**src/rtl/amplitude2_sweep_unit_if.sv**
```systemverilog
// Control handshake and RAM ALPHA / RAM AMP2 ports of the amplitude2 sweep unit.
// slave = sweep unit side, master = stabilizer control unit / RAM side.
interface amplitude2_sweep_unit_if #(
  parameter int num_qubit = 4,
  parameter int amp_width = 16
);
  logic                 determine_amplitude2;
  logic                 phase_update_busy;
  logic [31:0]          counter_valid_vector;
  logic                 match_Q_basis_index;
  logic [1:0]           phase_Q2;
  logic                 rotateLeft_Q2_amp;
  logic                 read_ram_alpha_en;
  logic [num_qubit-1:0] read_ram_alpha_address;
  logic [amp_width-1:0] ram_alpha_real;
  logic [amp_width-1:0] ram_alpha_imag;
  logic                 write_ram_amp2_en;
  logic [num_qubit-1:0] write_ram_amp2_address;
  logic [amp_width-1:0] write_ram_amp2_real;
  logic [amp_width-1:0] write_ram_amp2_imag;
  logic                 ram_amplitude_busy;
  logic                 done_amplitude;

  modport slave (
    input  determine_amplitude2, phase_update_busy, counter_valid_vector,
           match_Q_basis_index, phase_Q2, ram_alpha_real, ram_alpha_imag,
    output rotateLeft_Q2_amp, read_ram_alpha_en, read_ram_alpha_address,
           write_ram_amp2_en, write_ram_amp2_address, write_ram_amp2_real,
           write_ram_amp2_imag, ram_amplitude_busy, done_amplitude
  );

  modport master (
    output determine_amplitude2, phase_update_busy, counter_valid_vector,
           match_Q_basis_index, phase_Q2, ram_alpha_real, ram_alpha_imag,
    input  rotateLeft_Q2_amp, read_ram_alpha_en, read_ram_alpha_address,
           write_ram_amp2_en, write_ram_amp2_address, write_ram_amp2_real,
           write_ram_amp2_imag, ram_amplitude_busy, done_amplitude
  );
endinterface

```
**src/rtl/amplitude2_sweep_unit.sv**
```systemverilog
// Sweeps all basis entries, applies the Q2 phase i^k to amplitude1 and writes amplitude2.
// Optional AMP2_NEG_SATURATE_EN: negating the most negative value saturates instead of wrapping.
module amplitude2_sweep_unit #(
  parameter int num_qubit  = 4,
  parameter int amp_width  = 16,
  parameter int rd_latency = 2
) (
  input logic                    clk,
  input logic                    rst,
  amplitude2_sweep_unit_if.slave bus
);
  // state   | meaning
  // S_IDLE  | waiting for determine_amplitude2
  // S_WAIT  | start accepted, holding while the beta phase update runs
  // S_SWEEP | one basis entry issued per cycle
  // S_DRAIN | waiting for the read/compute pipeline to empty
  // S_DONE  | one-cycle completion pulse
  typedef enum logic [2:0] {S_IDLE, S_WAIT, S_SWEEP, S_DRAIN, S_DONE} state_t;
  typedef logic signed [amp_width-1:0] amp_t;

  localparam amp_t AMP_MIN = {1'b1, {(amp_width-1){1'b0}}};
  localparam amp_t AMP_MAX = {1'b0, {(amp_width-1){1'b1}}};

  state_t               state_q;
  logic [num_qubit-1:0] counter_q;
  logic                 busy_q;
  logic                 done_q;

  logic [rd_latency-1:0]                vld_q;
  logic [rd_latency-1:0]                rdv_q;
  logic [rd_latency-1:0]                match_q;
  logic [rd_latency-1:0][1:0]           phase_q;
  logic [rd_latency-1:0][num_qubit-1:0] addr_q;

  logic                 wr_en_q;
  logic [num_qubit-1:0] wr_addr_q;
  amp_t                 wr_real_q;
  amp_t                 wr_imag_q;
  amp_t                 amp_real_d;
  amp_t                 amp_imag_d;
  amp_t                 re;
  amp_t                 im;
  logic                 in_sweep;
  logic                 rd_valid;

  function automatic amp_t neg(input amp_t x);
`ifdef AMP2_NEG_SATURATE_EN
    neg = (x == AMP_MIN) ? AMP_MAX : -x;
`else
    neg = -x;
`endif
  endfunction

  assign in_sweep = (state_q == S_SWEEP);
  assign rd_valid = 32'(counter_q) < bus.counter_valid_vector;
  assign re       = amp_t'(bus.ram_alpha_real);
  assign im       = amp_t'(bus.ram_alpha_imag);

  assign bus.read_ram_alpha_en      = in_sweep && rd_valid;
  assign bus.read_ram_alpha_address = in_sweep ? counter_q : '0;
  assign bus.rotateLeft_Q2_amp      = in_sweep;
  assign bus.write_ram_amp2_en      = wr_en_q;
  assign bus.write_ram_amp2_address = wr_addr_q;
  assign bus.write_ram_amp2_real    = wr_real_q;
  assign bus.write_ram_amp2_imag    = wr_imag_q;
  assign bus.ram_amplitude_busy     = busy_q;
  assign bus.done_amplitude         = done_q;

  // Last delay stage lines up with the RAM read data of the same entry.
  always_comb begin
    amp_real_d = '0;
    amp_imag_d = '0;
    if (vld_q[rd_latency-1] && rdv_q[rd_latency-1] && match_q[rd_latency-1]) begin
      case (phase_q[rd_latency-1])
        2'd0: begin amp_real_d = re;      amp_imag_d = im;      end
        2'd1: begin amp_real_d = neg(im); amp_imag_d = re;      end
        2'd2: begin amp_real_d = neg(re); amp_imag_d = neg(im); end
        default: begin amp_real_d = im;   amp_imag_d = neg(re); end
      endcase
    end
  end

  always_ff @(posedge clk) begin
    if (rst) begin
      state_q   <= S_IDLE;
      counter_q <= '0;
      busy_q    <= 1'b0;
      done_q    <= 1'b0;
      vld_q     <= '0;
      rdv_q     <= '0;
      match_q   <= '0;
      phase_q   <= '0;
      addr_q    <= '0;
      wr_en_q   <= 1'b0;
      wr_addr_q <= '0;
      wr_real_q <= '0;
      wr_imag_q <= '0;
    end else begin
      done_q <= 1'b0;
      for (int i = rd_latency - 1; i > 0; i--) begin
        vld_q[i]   <= vld_q[i-1];
        rdv_q[i]   <= rdv_q[i-1];
        match_q[i] <= match_q[i-1];
        phase_q[i] <= phase_q[i-1];
        addr_q[i]  <= addr_q[i-1];
      end
      vld_q[0]   <= in_sweep;
      rdv_q[0]   <= in_sweep && rd_valid;
      match_q[0] <= bus.match_Q_basis_index;
      phase_q[0] <= bus.phase_Q2;
      addr_q[0]  <= counter_q;

      wr_en_q   <= vld_q[rd_latency-1];
      wr_addr_q <= addr_q[rd_latency-1];
      wr_real_q <= amp_real_d;
      wr_imag_q <= amp_imag_d;

      case (state_q)
        S_IDLE: begin
          if (bus.determine_amplitude2) begin
            state_q <= S_WAIT;
            busy_q  <= 1'b1;
          end
        end
        S_WAIT: begin
          if (!bus.phase_update_busy) begin
            state_q   <= S_SWEEP;
            counter_q <= '0;
          end
        end
        S_SWEEP: begin
          counter_q <= counter_q + 1'b1;
          if (counter_q == '1) state_q <= S_DRAIN;
        end
        // The final write is already in the output register when the delay line empties.
        S_DRAIN: begin
          if (vld_q == '0) begin
            state_q <= S_DONE;
            busy_q  <= 1'b0;
            done_q  <= 1'b1;
          end
        end
        S_DONE:  state_q <= S_IDLE;
        default: state_q <= S_IDLE;
      endcase
    end
  end
endmodule

```
**src/flat_wrapper.sv**
```systemverilog
// flat-port wrapper written by rule: the top's interface ports become plain ports
module amplitude2_sweep_unit_flat 
#(
  parameter int num_qubit  = 4,
  parameter int amp_width  = 16,
  parameter int rd_latency = 2
)
  (clk, rst, bus_determine_amplitude2, bus_phase_update_busy, bus_counter_valid_vector, bus_match_Q_basis_index, bus_phase_Q2, bus_ram_alpha_real, bus_ram_alpha_imag, bus_rotateLeft_Q2_amp, bus_read_ram_alpha_en, bus_read_ram_alpha_address, bus_write_ram_amp2_en, bus_write_ram_amp2_address, bus_write_ram_amp2_real, bus_write_ram_amp2_imag, bus_ram_amplitude_busy, bus_done_amplitude);
  amplitude2_sweep_unit_if #(.num_qubit(num_qubit), .amp_width(amp_width)) bus_i ();
  input logic clk;
  input logic rst;
  input wire logic [$bits(bus_i.determine_amplitude2)-1:0] bus_determine_amplitude2;
  input wire logic [$bits(bus_i.phase_update_busy)-1:0] bus_phase_update_busy;
  input wire logic [$bits(bus_i.counter_valid_vector)-1:0] bus_counter_valid_vector;
  input wire logic [$bits(bus_i.match_Q_basis_index)-1:0] bus_match_Q_basis_index;
  input wire logic [$bits(bus_i.phase_Q2)-1:0] bus_phase_Q2;
  input wire logic [$bits(bus_i.ram_alpha_real)-1:0] bus_ram_alpha_real;
  input wire logic [$bits(bus_i.ram_alpha_imag)-1:0] bus_ram_alpha_imag;
  output wire logic [$bits(bus_i.rotateLeft_Q2_amp)-1:0] bus_rotateLeft_Q2_amp;
  output wire logic [$bits(bus_i.read_ram_alpha_en)-1:0] bus_read_ram_alpha_en;
  output wire logic [$bits(bus_i.read_ram_alpha_address)-1:0] bus_read_ram_alpha_address;
  output wire logic [$bits(bus_i.write_ram_amp2_en)-1:0] bus_write_ram_amp2_en;
  output wire logic [$bits(bus_i.write_ram_amp2_address)-1:0] bus_write_ram_amp2_address;
  output wire logic [$bits(bus_i.write_ram_amp2_real)-1:0] bus_write_ram_amp2_real;
  output wire logic [$bits(bus_i.write_ram_amp2_imag)-1:0] bus_write_ram_amp2_imag;
  output wire logic [$bits(bus_i.ram_amplitude_busy)-1:0] bus_ram_amplitude_busy;
  output wire logic [$bits(bus_i.done_amplitude)-1:0] bus_done_amplitude;
  assign bus_i.determine_amplitude2 = bus_determine_amplitude2;
  assign bus_i.phase_update_busy = bus_phase_update_busy;
  assign bus_i.counter_valid_vector = bus_counter_valid_vector;
  assign bus_i.match_Q_basis_index = bus_match_Q_basis_index;
  assign bus_i.phase_Q2 = bus_phase_Q2;
  assign bus_i.ram_alpha_real = bus_ram_alpha_real;
  assign bus_i.ram_alpha_imag = bus_ram_alpha_imag;
  assign bus_rotateLeft_Q2_amp = bus_i.rotateLeft_Q2_amp;
  assign bus_read_ram_alpha_en = bus_i.read_ram_alpha_en;
  assign bus_read_ram_alpha_address = bus_i.read_ram_alpha_address;
  assign bus_write_ram_amp2_en = bus_i.write_ram_amp2_en;
  assign bus_write_ram_amp2_address = bus_i.write_ram_amp2_address;
  assign bus_write_ram_amp2_real = bus_i.write_ram_amp2_real;
  assign bus_write_ram_amp2_imag = bus_i.write_ram_amp2_imag;
  assign bus_ram_amplitude_busy = bus_i.ram_amplitude_busy;
  assign bus_done_amplitude = bus_i.done_amplitude;
  amplitude2_sweep_unit #(.num_qubit(num_qubit), .amp_width(amp_width), .rd_latency(rd_latency)) u_core (.clk(clk), .rst(rst), .bus(bus_i));
endmodule
```
**config.mk**
```make
export PLATFORM = sky130hd
export DESIGN_NAME = amplitude2_sweep_unit_flat
export DESIGN_NICKNAME = d
export VERILOG_FILES = /design/src/rtl/amplitude2_sweep_unit_if.sv /design/src/rtl/amplitude2_sweep_unit.sv /design/src/flat_wrapper.sv
export SDC_FILE = /design/constraint.sdc
export NUM_CORES = 1
export LEC_CHECK = 0
export ABC_AREA = 1
export BUFFER_PORTS_ARGS = -buffer_cell sky130_fd_sc_hd__buf_2
export CORE_UTILIZATION = 40
export CTS_CLUSTER_SIZE = 16
export DETAILED_ROUTE_END_ITERATION = 8
export PLACE_DENSITY = 0.73
export SLEW_MARGIN = 20
export SYNTH_ARGS = -nofsm -noshare
export SYNTH_HDL_FRONTEND = slang
export SYNTH_SLANG_ARGS = --single-unit
```
**constraint.sdc**
```tcl
create_clock -name clk -period 2.9 [get_ports clk]
set_input_delay 0.145 -clock clk [delete_from_list [all_inputs] [get_ports clk]]
set_output_delay 0.145 -clock clk [all_outputs]
set_load 0.1 [all_outputs]
```
==> results.cfg, run 1 <==
[placement]
dp_hpwl_um = 7620
io_buffer_count = 115
gp_congestion = 0.906

[die]
io_pins = 116
dieArea_sq_um = 9890
coreArea_sq_um = 9200
die_w_um = 99.4
std_cell_rows = 35
start_util_pct = 41.3
die_y_um = 99.4

[logic_synthesis]
synth.top_cells.by_area = dfxtp_1 (34%), nand2_1 (14%), inv_1 (8.2%)
syn_avg_cell_area_sq_um = 6.62
synth_commonest_cells = nand2_1 (139), inv_1 (83), nor2_1 (78)
synth_top_cell_by_area = dfxtp_1
synth_edf_count = 0
netlist_area_sq_um = 3800
yosys.area.top_type_share_pct = 33.7
yosysWarnings = 0
ys_ff_latch = 64
ys_seq_area_share_pct = 33.7
yosysMostFrequentCell = nand2_1
synth_cell_types = 39
synth_nets = 651
syn_inst = 574
async_flop_share_pct = 0
synth_ff_type = dfxtp_1

[timing]
finalHoldViolations = 0
worstMarginPinSlew_ps = 716
final.period_utilization_pct = 69.2
fmax_ghz = 0.498
clock_skew_ps = 18.5
drv_slew = 0
setup-violations-final = 0
holdWs_ps = 22.6
setup_tns_ps = 0
max_slew_margin_pct = 52.2
period_needed_ps = 2010
rsz0062_at_grt = no

[worst_setup_path]
criticalPathCategory = flip-flop to flip-flop
crit_path_start = u_core.vld_q[1]$_SDFF_PP0_
end_kind = flip-flop
reg2reg_to = u_core.bus.write_ram_amp2_imag[2]$_SDFF_PP0_
critPathRequiredTime_ps = 3150
path_max_fanout = 20
r2r_slack_ps = 890
r2r_cells = 6
reg2reg_from = u_core.vld_q[1]$_SDFF_PP0_
start_kind = flip-flop
cp.arrival_ps = 2260

[route]
avgRoutedWirePerCell_um = 13.0
wirelength_um = 10400
viasPerCell = 5.11
vias = 4102
antenna_left = 0
drc = 0
drt-initial-drc-count = 196
drt_pre_antenna_iters = 5

[layout]
diodes = 0
nNetsFinal = 763
drive_gt1_share_pct = 24.6
area_growth_pct = 22.3
nFillCells = 934

[grt]
grt_usage_pct = 21.8
first_global_vias = 3868
gr-total-overflow = 0
grt_max_degree = 35
antenna_found_initial = 0
grt_pass1_wl_um = 17000

[worst_hold_path]
min_to = u_core.phase_q[1]$_SDFF_PP0_
hp-start = bus_phase_Q2[1]
min_path_type = input pin to flip-flop
hold_path_depth = 3

[power_and_ir_drop]
total_leakage_power_nw = 2.36
peakVddDrop_uv = 540
p_per_area_nw_per_um2 = 533

[job]
drv_cap = 0

[cts]
numCtsBuffers = 9
cts_buffer_depth = 2
clkTransAtPathRegs_ps = 80
clock_sinks = 64
cts_setup_buffers = 0
cts_tree = yes
cts_resized = 0
cts-htree-levels = 3
cts-root-buf = clkbuf_8
clk_latency_ps = 350

[run_status]
status = completed
-- where the power goes --
| group | switching [mW] | internal, mW |
|---|---|---|
| Sequential | 0.0360 | 0.928 |
| Combinational | 0.447 | 0.176 |
| Clock | 0.392 | 0.493 |
-- cells by family (layout without fill, tap and decap cells) --
group	Yosys count	count (layout)	synth area share, %
and+or+nand+nor	309	309	37.8
buffers and inverters	106	223	12.0
AOI/OAI and AO/OA	82	82	12.6
DFF	64	64	33.7
xor gates and xnor gates	7	7	1.81
adders and majority gates	6	6	1.98
-- state kept, by name, summed over array words and instances, names as in the netlist, 3 cells and up --
signal	cells
u_core.bus.write_ram_amp2_address	4
u_core.state_q	3
u_core.bus.write_ram_amp2_imag	16
u_core.addr_q	8
u_core.bus.write_ram_amp2_real	16
u_core.phase_q	4
u_core.counter_q	4
-- metrics by stage --
stage | cell area, sq um | util (%) | power [mW] | std cells | worst slack [ps]
2_1_floorplan | 3800 | - | 1.44 | 574 | 615
3_3_place_gp | 4400 | 47.8 | 1.59 | 784 | 792
3_5_place_dp | 4400 | 47.8 | 1.60 | 784 | 780
4_1_cts | 4640 | 50.5 | 2.49 | 802 | 887
5_1_grt | 4640 | 50.5 | 2.59 | 802 | 697
6_report | 4640 | 50.5 | 2.47 | 802 | 893
-- worst max-delay path by stage --
stage                     cells past startpoint  slack (ps)                                            end
after floorplan                               5         610                          bus_read_ram_alpha_en
after global placement                        6         790  u_core.bus.write_ram_amp2_real[15]$_SDFF_PP0_
after detailed placement                      6         780  u_core.bus.write_ram_amp2_real[15]$_SDFF_PP0_
after CTS                                     6         890  u_core.bus.write_ram_amp2_real[15]$_SDFF_PP0_
after global routing                          6         700   u_core.bus.write_ram_amp2_imag[2]$_SDFF_PP0_
final                                         6         890   u_core.bus.write_ram_amp2_imag[2]$_SDFF_PP0_
-- cell type report --
cell class              count  area, sq um  share of cell area [%]
flip-flops and latches     64         1280                    27.6
clock buffers               9          124                    2.67
well taps                 111          139                    2.99
inverters                  89          334                    7.19
repair buffers            118          603                    13.0
clock inverters             7          103                    2.21
multi-input cells         404         2060                    44.4
-- critical path, stage by stage (launching register included) --
cell	delay (ps)
dfxtp_1	310
inv_1	90
nor2_4	110
nand3_2	310
inv_1	670
o21ai_0	200
a31oi_1	220
-- layout by cell type, fill, tap and decap left out, drive strengths merged --
master | Yosys | routed
a21oi | 30 | 30
a221oi | 13 | 13
a22o | 1 | 1
a31oi | 2 | 2
and2 | 1 | 1
buf | 16 | 116
bufinv | 0 | 2
clkbuf | 1 | 9
clkinv | 0 | 2
clkinvlp | 0 | 1
dfxtp | 64 | 64
dlygate4sd3 | 0 | 2
ha | 6 | 6
inv | 89 | 91
nand2 | 145 | 145
nand3 | 55 | 55
nand3b | 2 | 2
nand4 | 5 | 5
nor2 | 97 | 97
nor3 | 2 | 2
nor3b | 1 | 1
nor4 | 1 | 1
o2111ai | 2 | 2
o211ai | 1 | 1
o21a | 1 | 1
o21ai | 31 | 31
o22ai | 1 | 1
xnor2 | 2 | 2
xor2 | 5 | 5
-- what timing repair did --
item / 4_1_cts / 5_1_grt
hold buffers: 2 / 0
endpoints found under the setup margin: 0 / 0
hold endpoints to repair: 2 / 0
-- routing by layer --
metal	routed length, um	global-route usage, %	share of wire (%)
met4	262	11.2	2.5
met3	904	4.78	8.7
met2	5140	39.7	49
met1	4120	23.6	39
met5	0	0	0
(Power assumes the default switching activity.)
==> run 2, diff against run 1 <==
==> constraint.sdc (replaced) <==
create_clock -name clk -period 2.1 [get_ports clk]
set_input_delay 0.105 -clock clk [delete_from_list [all_inputs] [get_ports clk]]
set_output_delay 0.105 -clock clk [all_outputs]
set_load 0.1 [all_outputs]
==> run 2 against run 1 <==
  * First-iteration DRC count is 19% higher
  * Highest routed layer unchanged
  * Largest power group unchanged
  * Sequential power is 38% higher
  * Critical endpoint is now bus_read_ram_alpha_en
  * Routed wire length is 2.0% lower
  * Register-to-register slack worse by 430 ps
==> results.cfg, run 2 (synthesis results as in run 1) <==
[worst_setup_path]
start_kind = flip-flop
criticalPathCategory = flip-flop to primary output
critPathRequiredTime_ps = 2000
path_max_fanout = 4
cp.arrival_ps = 1820
end_kind = primary output

[route]
antenna_left = 0
viasPerCell = 5.02
drt-initial-drc-count = 234
vias = 4063
drc = 0
avgRoutedWirePerCell_um = 12.6
wirelength_um = 10200
drt_pre_antenna_iters = 7

[power_and_ir_drop]
total_power_mw = 3.15
peakVddDrop_uv = 459
total_leakage_power_nw = 2.37
p_per_area_nw_per_um2 = 676

[worst_hold_path]
min_path_type = input pin to flip-flop

[layout]
area_growth_pct = 22.6
nFillCells = 942
nNetsFinal = 770
mostFrequentLayoutCells = nand2_1 (139), buf_2 (115), inv_1 (83)
diodes = 0
final_common_cell = nand2_1
drive_gt1_share_pct = 25.4

[cts]
clk_latency_ps = 350
clkTransAtPathRegs_ps = 80
clock_sinks = 64
cts-htree-levels = 3
cts-root-buf = clkbuf_8
numCtsBuffers = 9
cts_tree = yes
cts_buffer_depth = 2

[timing]
worstMarginPinSlew_ps = 584
drv_slew = 0
final.period_utilization_pct = 91.6
setup_tns_ps = 0
finalHoldViolations = 0
clock_skew_ps = 11.6
fmax_ghz = 0.520
setup-violations-final = 0
period_needed_ps = 1920
rsz0062_at_grt = no
max_slew_margin_pct = 61.0

[grt]
grt_max_degree = 35
gr-total-overflow = 0
first_global_vias = 3942
grt_pass1_wl_um = 17400
antenna_found_initial = 0
grt_usage_pct = 22.2

[job]
drv_cap = 0

[die]
io_pins = 116
start_util_pct = 41.3
die_y_um = 99.4
die_w_um = 99.4
coreArea_sq_um = 9200
std_cell_rows = 35
dieArea_sq_um = 9890

[run_status]
status = completed

[placement]
dp_hpwl_um = 7590
io_buffer_count = 115
gp_congestion = 0.896
## run 2: cell count changes in the layout (fill, tap and decap cells not counted), sizes merged
cell,change
clkinvlp,+2
bufinv,-2
clkinv,+1
inv,-2
buf,+6
clkbuf,+1
dlygate4sd3,+1
## run 2: worst paths after layout
check	from	end	slack, ps	cells past startpoint
setup / recovery	u_core.counter_q[1]$_SDFFE_PP0P_	bus_read_ram_alpha_en	180	6
hold reg to reg	u_core.rdv_q[0]$_SDFF_PP0_	u_core.rdv_q[1]$_SDFF_PP0_	400	2
hold / removal	bus_ram_alpha_imag[0]	u_core.bus.write_ram_amp2_real[0]$_SDFF_PP0_	20	3
setup reg to reg	u_core.phase_q[3]$_SDFF_PP0_	u_core.bus.write_ram_amp2_real[14]$_SDFF_PP0_	460	6
## run 2: repair_timing
item / 4_1_cts / 5_1_grt
setup buffers: 0 / 0
hold buffers: 3 / 0
hold endpoints to repair: 3 / 0
resized for setup: 0 / 0
## run 2: worst max-delay path: stages, from the launching register on
cell     delay [ps]
dfxtp_1         400
ha_1            250
a21oi_1         150
o21a_1          120
nor2_1           60
nor2_2           70
buf_2           420
## run 2: final cells by class
type / instances / area, sq um / share of cell area, %
Inverter: 89 / 334 / 7.17
Sequential cell: 64 / 1280 / 27.5
Multi-Input combinational cell: 404 / 2060 / 44.3
Timing Repair Buffer: 125 / 658 / 14.1
Clock buffer: 10 / 138 / 2.96
Clock inverter: 6 / 45.0 / 0.967
Tap cell: 111 / 139 / 2.98
## run 2: metrics by stage
step / instance area, sq um / setup slack, ps / hold slack (ps) / utilization (%) / instances
6_report: 4660 / 176 / 18.0 / 50.6 / 809
5_1_grt: 4660 / 54.9 / 29.7 / 50.6 / 809
4_1_cts: 4660 / 167 / 6.15 / 50.6 / 809
3_5_place_dp: 4440 / 488 / 316 / 48.3 / 790
3_3_place_gp: 4440 / 529 / 315 / 48.3 / 790
2_1_floorplan: 3800 / 146 / 212 / - / 574
## run 2: report_power, final
group / switching, mW / internal, mW / total (mW)
combinational: 0.610 / 0.249 / 0.859
clock: 0.497 / 0.461 / 0.958
sequential: 0.0503 / 1.28 / 1.33
## run 2: metal layers
| metal | part of all wire (%) | vias to the layer above | wire [um] | global-route usage (%) |
|---|---|---|---|---|
| met3 | 8.9 | 22 | 909 | 5.13 |
| met1 | 40 | 1777 | 4070 | 24.6 |
| met2 | 48 | 199 | 4940 | 39.5 |
| met4 | 2.9 | 0 | 299 | 11.5 |
| met5 | 0 | - | 0 | 0 |
| li1 | - | 2065 | - | - |
